===== src/rtl/rsa_job_sequencer.sv =====
// rsa_job_sequencer: accepts one RSA job, sequences the control core's reset/finish
// handshakes with a per-phase watchdog, and returns the result on a response port.
module rsa_job_sequencer #(
    parameter int WIDTH          = 128,
    parameter int RESET_PULSE    = 1,
    parameter int TIMEOUT_CYCLES = 1048576,
    parameter int TO_W           = 32
) (
    input  logic                 clk,
    input  logic                 reset,
    input  logic                 req_valid,
    output logic                 req_ready,
    input  logic [WIDTH-1:0]     req_p,
    input  logic [WIDTH-1:0]     req_q,
    input  logic                 req_mode,
    input  logic [2*WIDTH-1:0]   req_msg,
    output logic [WIDTH-1:0]     ctl_p,
    output logic [WIDTH-1:0]     ctl_q,
    output logic                 ctl_reset_inverter,
    output logic                 ctl_reset_mod_exp,
    output logic                 ctl_encrypt_decrypt,
    output logic [2*WIDTH-1:0]   ctl_msg_in,
    input  logic                 ctl_inverter_finish,
    input  logic [2*WIDTH-1:0]   ctl_msg_out,
    input  logic                 ctl_mod_exp_finish,
    output logic                 rsp_valid,
    input  logic                 rsp_ready,
    output logic [2*WIDTH-1:0]   rsp_msg,
    output logic                 rsp_timeout,
    output logic                 busy
);
    typedef enum logic [2:0] {IDLE, INV_RST, INV_WAIT, EXP_RST, EXP_WAIT, RESP} state_t;
    localparam logic [3:0]      RP_LAST = 4'(RESET_PULSE - 1);
    localparam logic [TO_W-1:0] TO_LIM  = TO_W'(TIMEOUT_CYCLES);
    state_t             state_q, state_d;
    logic [3:0]         pulse_q, pulse_d;
    logic [TO_W-1:0]    wd_q, wd_d;
    logic [WIDTH-1:0]   p_q, q_q;
    logic               mode_q;
    logic [2*WIDTH-1:0] msg_q, rsp_msg_q, rsp_msg_d;
    logic               rsp_to_q, rsp_to_d;
    logic               inv_rst_q, exp_rst_q, req_ready_q, rsp_valid_q, busy_q;
    logic               finish;
    assign finish = (state_q == INV_WAIT) ? ctl_inverter_finish : ctl_mod_exp_finish;
    always_comb begin
        state_d   = state_q;
        pulse_d   = 4'd0;
        wd_d      = '0;
        rsp_msg_d = rsp_msg_q;
        rsp_to_d  = rsp_to_q;
        unique case (state_q)
            IDLE: state_d = req_valid ? INV_RST : IDLE;
            INV_RST, EXP_RST: begin
                pulse_d = (pulse_q == RP_LAST) ? 4'd0 : pulse_q + 4'd1;
                if (pulse_q == RP_LAST)
                    state_d = (state_q == INV_RST) ? INV_WAIT : EXP_WAIT;
            end
            INV_WAIT, EXP_WAIT: begin
                wd_d = wd_q + 1'b1;
                // first WAIT cycle ignores finish: it may still be the previous job's flag
                if (wd_q != '0 && finish) begin
                    state_d = (state_q == INV_WAIT) ? EXP_RST : RESP;
                    if (state_q == EXP_WAIT) begin
                        rsp_msg_d = ctl_msg_out;
                        rsp_to_d  = 1'b0;
                    end
                end else if (wd_d == TO_LIM) begin
                    state_d   = RESP;
                    rsp_msg_d = '0;
                    rsp_to_d  = 1'b1;
                end
            end
            RESP:    state_d = rsp_ready ? IDLE : RESP;
            default: state_d = IDLE;
        endcase
    end
    always_ff @(posedge clk) begin
        if (reset) begin
            state_q     <= IDLE;
            pulse_q     <= 4'd0;
            wd_q        <= '0;
            p_q         <= '0;
            q_q         <= '0;
            mode_q      <= 1'b0;
            msg_q       <= '0;
            rsp_msg_q   <= '0;
            rsp_to_q    <= 1'b0;
            inv_rst_q   <= 1'b0;
            exp_rst_q   <= 1'b0;
            req_ready_q <= 1'b1;
            rsp_valid_q <= 1'b0;
            busy_q      <= 1'b0;
        end else begin
            state_q     <= state_d;
            pulse_q     <= pulse_d;
            wd_q        <= wd_d;
            rsp_msg_q   <= rsp_msg_d;
            rsp_to_q    <= rsp_to_d;
            inv_rst_q   <= state_d == INV_RST;
            exp_rst_q   <= state_d == EXP_RST;
            req_ready_q <= state_d == IDLE;
            rsp_valid_q <= state_d == RESP;
            busy_q      <= state_d != IDLE;
            if (state_q == IDLE && req_valid) begin
                p_q    <= req_p;
                q_q    <= req_q;
                mode_q <= req_mode;
                msg_q  <= req_msg;
            end
        end
    end
    assign req_ready           = req_ready_q;
    assign ctl_p               = p_q;
    assign ctl_q               = q_q;
    assign ctl_encrypt_decrypt = mode_q;
    assign ctl_msg_in          = msg_q;
    assign ctl_reset_inverter  = inv_rst_q;
    assign ctl_reset_mod_exp   = exp_rst_q;
    assign rsp_valid           = rsp_valid_q;
    assign rsp_msg             = rsp_msg_q;
    assign rsp_timeout         = rsp_to_q;
    assign busy                = busy_q;
endmodule


===== config.mk =====
export PLATFORM = sky130hd
export DESIGN_NAME = rsa_job_sequencer
export DESIGN_NICKNAME = d
export VERILOG_FILES = /design/src/rtl/rsa_job_sequencer.sv
export SDC_FILE = /design/constraint.sdc
export NUM_CORES = 2
export LEC_CHECK = 0
export BUFFER_PORTS_ARGS = -buffer_cell sky130_fd_sc_hd__buf_4
export CORE_AREA = 2 2 609 611
export CTS_CLUSTER_SIZE = 12
export DETAILED_ROUTE_END_ITERATION = 7
export DIE_AREA = 0 0 611 613
export SYNTH_ARGS = -nofsm -noshare
export SYNTH_HDL_FRONTEND = slang
export SYNTH_SLANG_ARGS = --single-unit

===== constraint.sdc =====
create_clock -name clk -period 5.9 [get_ports clk]
set_input_delay 1.18 -clock clk [delete_from_list [all_inputs] [get_ports clk]]
set_output_delay 1.18 -clock clk [all_outputs]
set_load 0.05 [all_outputs]

* After elaboration in Yosys (flattened, before gate mapping) *
Index checks and enable logic that the tools add are counted.
W data, S select, Z words.

word-level totals
  bits in registers = 814
  output and inout port bits = 775
  logic and storage cells = 56

operators by class
  $add $sub $neg = 2
  equality and inequality tests = 10
  muxes and demuxes = 15
  bitwise gates (word level) = 2
  reductions and logical operators = 13

operators with widths
  cell                     number
  $mux W256                3
  $add A32 B1 Y32 const B  1
  $eq A32 B21 Y1 const B   1
  $reduce_bool A32 Y1      1
  $mux W3                  6
  $pmux W3 S4              1
  $eq A3 B2 Y1 const B     3
  $eq A3 B3 Y1 const B     3
  $eq A3 B1 Y1 const B     2
  $logic_not A3 Y1         2
  $reduce_or A2 Y1         3
  $mux W1                  5
  $add A4 B1 Y4 const B    1
  $logic_not A4 Y1         1
  $reduce_and A3 Y1        1
  $reduce_bool A3 Y1       1
  $reduce_or A3 Y1         1
  $logic_and A1 B1 Y1      2
  $ne A2 B1 Y1 const B     1
  $not A1 Y1               2
  $reduce_bool A2 Y1       1

* Longest topological paths before layout *
  depth after elaboration = 6
  gate-level depth with buffers = 12
  depth with buffers taken out = 9

* Least setup slack after synthesis *
No wires, ideal clock.

  kind = register -> register
  start = register wd_q[0]
  end = register rsp_msg_q[126], in the netlist rsp_msg[126]
  arrival = 2623 ps
  slack = 3163 ps
  cell stages (with the launch flop) = 13
  cell sequence = dfxtp_1 -> ha_1 -> and4_1 -> buf_4 -> nand3_4 -> nor4_1 -> o21ai_0 -> a2111oi_1 -> and4_4 -> o21a_4 -> buf_12 -> buf_12 -> o21ai_2

on the way
  word-level cells in the longest chain between the ends = 4

ends and longest elaborated chain
  element                                                              RTL line  RTL
  from (decl)                                                          37        logic [TO_W-1:0] wd_q, wd_d;
  from (signal assigned)                                               96        wd_q <= wd_d;
  $add A32 B1 Y32 / $reduce_bool A32 Y1 (equally long branches)        59, 61
  $eq A32 B21 Y1 / $logic_and A1 B1 Y1 (equally long branches)         67, 61
  $reduce_bool A2 Y1 (no line) / $ne A2 B1 Y1 (equally long branches)  -
  $reduce_and A3 Y1 (no line)                                          -
  to (signal assigned)                                                 97        rsp_msg_q <= rsp_msg_d;
  to (decl)                                                            40        logic [2*WIDTH-1:0] msg_q, rsp_msg_q, rsp_msg_d;

Parallel ways exist; a longest one is shown, timed or not.
A chain may end at the register's enable or synchronous reset.

* Final worst setup path *
  start = register wd_q[0]
  end = register rsp_msg_q[16], in the netlist rsp_msg[16]

The elaborated chain is that of the path after synthesis.

==> summary.md <==
| Metric | Value |
|---|---|
| Largest net degree at the start of global routing | `180` |
| Initial Util | `8.30%` |
| DR pass1 iterations | `7` |
| Post_cts resized | `0` |
| Boundary Pins | `1550` |
| Via count | `32467` |
| Area grow syn2layout | `67.9%` |
| Post-synth EDFFs | `0` |
| Die W | `611 um` |
| MaxCap Viol Count | `0` |
| Clock root buffer | `clkbuf_16` |
| Post-synth ARST share | `0%` |
| Full die area | `0.375 mm2` |
| TritonCTS Buffers | `114` |
| Final HPWL DP | `260000 um` |
| Die height | `613 um` |
| Vias per Instance | `3.23` |
| Initial antenna violation count | `275` |
| CTS Sinks | `814` |
| Setup ws final | `2030 ps` |
| Warnings from Yosys | `0` |
| Mapped Area | `0.0305 mm2` |
| Endpoints failing setup | `0` |
| DRT Wirelength | `303000 um` |
| Fraction of layout cells with a size suffix above 1 | `38.2%` |
| GPL Wtd Cong | `0.933` |
| Peak supply drop | `0.219 mV` |
| Worst-Skew Late Latency | `860 ps` |
| First-pass GRT wire length | `366000 um` |
| Finished Core Util | `13.9%` |
| DRT iter0 DRCs | `2445` |
| Vias in the first global route | `30225` |
| Power density cells | `326 mW/mm2` |
| Worst hold path class | `flop to flop` |
| Yosys top cell area share | `53.4%` |
| Mean Syn Cell Area | `8.31 um2` |
| Hold-fix buffers, CTS | `0` |
| # rows | `223` |
| Status | `complete, no violations` |
| Register area share after synthesis | `53.4%` |
| Startpoint Class | `flop` |
| Critical Path End Type | `flop` |
| Setup CP Type | `flop to flop` |
| Syn_nets | `4453` |
| Final period util | `65.7%` |
| R2R depth | `10` |
| Yosys cell types | `71` |
| TritonCTS clock tree | `yes` |
| Setup TNS | `0 ps` |
| Final instance area | `0.0513 mm2` |
| Htree depth | `3` |
| Core Footprint | `0.368 mm2` |
| Max frequency | `0.258 GHz` |
| PortBufs | `1549` |
| Post-DP Area | `0.0472 mm2` |
| Commonest non-fill, non-tap cell in the layout | `buf_4` |
| Synth area leader | `dfxtp_1` |
| Max-slew violations | `0` |
| Gr ovfl total | `0` |
| Main area contributors after synthesis | `dfxtp_1, nand2_1, a21oi_1, o21ai_2, nand2b_1` |
| Unrepaired setup endpoints after global routing | `no` |
| GRT Overall Usage | `15.4%` |
| Routed wire per std cell | `30.1 um` |
| Leak pwr | `20.5 nW` |
| Commonest non-fill, non-tap cells in the layout | `buf_4, nand2_1, dfxtp_1` |
| Dpl ws | `2050 ps` |
| Critical Path RT | `6630 ps` |
| Reg clk slew, reported paths | `60 ps` |
| Arr. time, crit path | `4600 ps` |
| DRT antenna net count | `0` |
| Total Nets Final | `5867` |
| Skew final | `50.8 ps` |
| Crit-path max FO | `63` |
| Power, Total | `16.7 mW` |
| Number of synthesized register bits | `814` |
| Deepest clock path buffer count | `4` |
| Worst hold path depth | `2` |
| Hold Vio Cnt, Final | `0` |
| Rel. slew slack | `26.3%` |
| Dominant synthesized flop cell | `dfxtp_1` |
| Post-synthesis cell count | `3673` |
| Tmin final | `3870 ps` |
| Setup bufs post-CTS | `0` |
| DRC | `0` |
| Slew of the pin with the lowest slew margin | `1110 ps` |
[cells by family (layout without fill, tap and decap cells)]
group           count (synthesis)  in the layout  synth area share (%)
compound gates                826            826                  16.3
xor+xnor                       29             29                 0.832
fa+ha+maj                       5              5                 0.205
buf+inv                       294           1794                  5.03
flops                         814            814                  53.4
mux                             1              1                0.0328
other cells                     0             55                     0
simple gates                 1704           1704                  24.2
[critical path: stages (launching register included)]
cell       delay (ps)
dfxtp_1           410
ha_1              290
and4_1            370
nand3_4           180
nor4_1            450
o21ai_0           180
a2111oi_1         320
and4_4            320
o21a_4            470
buf_12            410
o21ai_0           170
[per-layer routing]
layer	GRT usage [%]	part of all wire (%)
met5	0	0.41
met1	14.3	32
met2	26.3	49
met4	6.52	4.8
met3	10.3	14
[worst paths after layout]
check                                    start                            to  slack (ps)
setup / recovery            wd_q[0]$_SDFF_PP0_      rsp_msg[16]$_SDFFE_PP0P_        2030
hold / removal    ctl_msg_in[247]$_SDFFE_PP0P_  ctl_msg_in[247]$_SDFFE_PP0P_         450
setup reg to reg            wd_q[0]$_SDFF_PP0_      rsp_msg[16]$_SDFFE_PP0P_        2030
hold reg to reg   ctl_msg_in[247]$_SDFFE_PP0P_  ctl_msg_in[247]$_SDFFE_PP0P_         450
[cells in the mapped netlist, types with 15 or more instances]
cell type  number
nand2_1      1302
dfxtp_1       814
a21oi_1       524
nand2b_1      259
clkbuf_1      234
o21ai_2       190
nor2_1         49
o21ai_1        40
o21ai_0        34
buf_12         21
xnor2_1        16
nand4_1        15
[stage by stage]
stage | instances | hold slack (ps)
2_1_floorplan | 3673 | 430
3_3_place_gp | 9808 | 443
3_5_place_dp | 9808 | 447
4_1_cts | 10010 | 397
5_1_grt | 10024 | 448
6_report | 10065 | 453
[power by group]
part	internal [mW]	leakage, nW	total, mW	switching [mW]
Clock	4.47	1.91	7.54	3.07
Sequential	5.79	6.64	5.95	0.161
Combinational	0.937	12.0	3.23	2.29
Total	11.2	20.5	16.7	5.53
[registers in the layout (all words and copies together) (netlist names)]
register,flops
req_ready,1
pulse_q,4
ctl_p,128
rsp_valid,1
rsp_msg,256
ctl_encrypt_decrypt,1
ctl_q,128
wd_q,32
busy,1
ctl_reset_mod_exp,1
rsp_timeout,1
ctl_reset_inverter,1
ctl_msg_in,256
state_q,3
[layout make-up]
cell class | count | area, um2
Multi-Input combinational cell | 2565 | 12700
Sequential cell | 814 | 16300
Fill cell | 42236 | 316000
Timing Repair Buffer | 1580 | 12100
Tap cell | 4837 | 6050
Clock inverter | 55 | 788
Inverter | 12 | 45.0
Antenna cell | 55 | 138
Clock buffer | 147 | 3150
(Power assumes the default switching activity.)
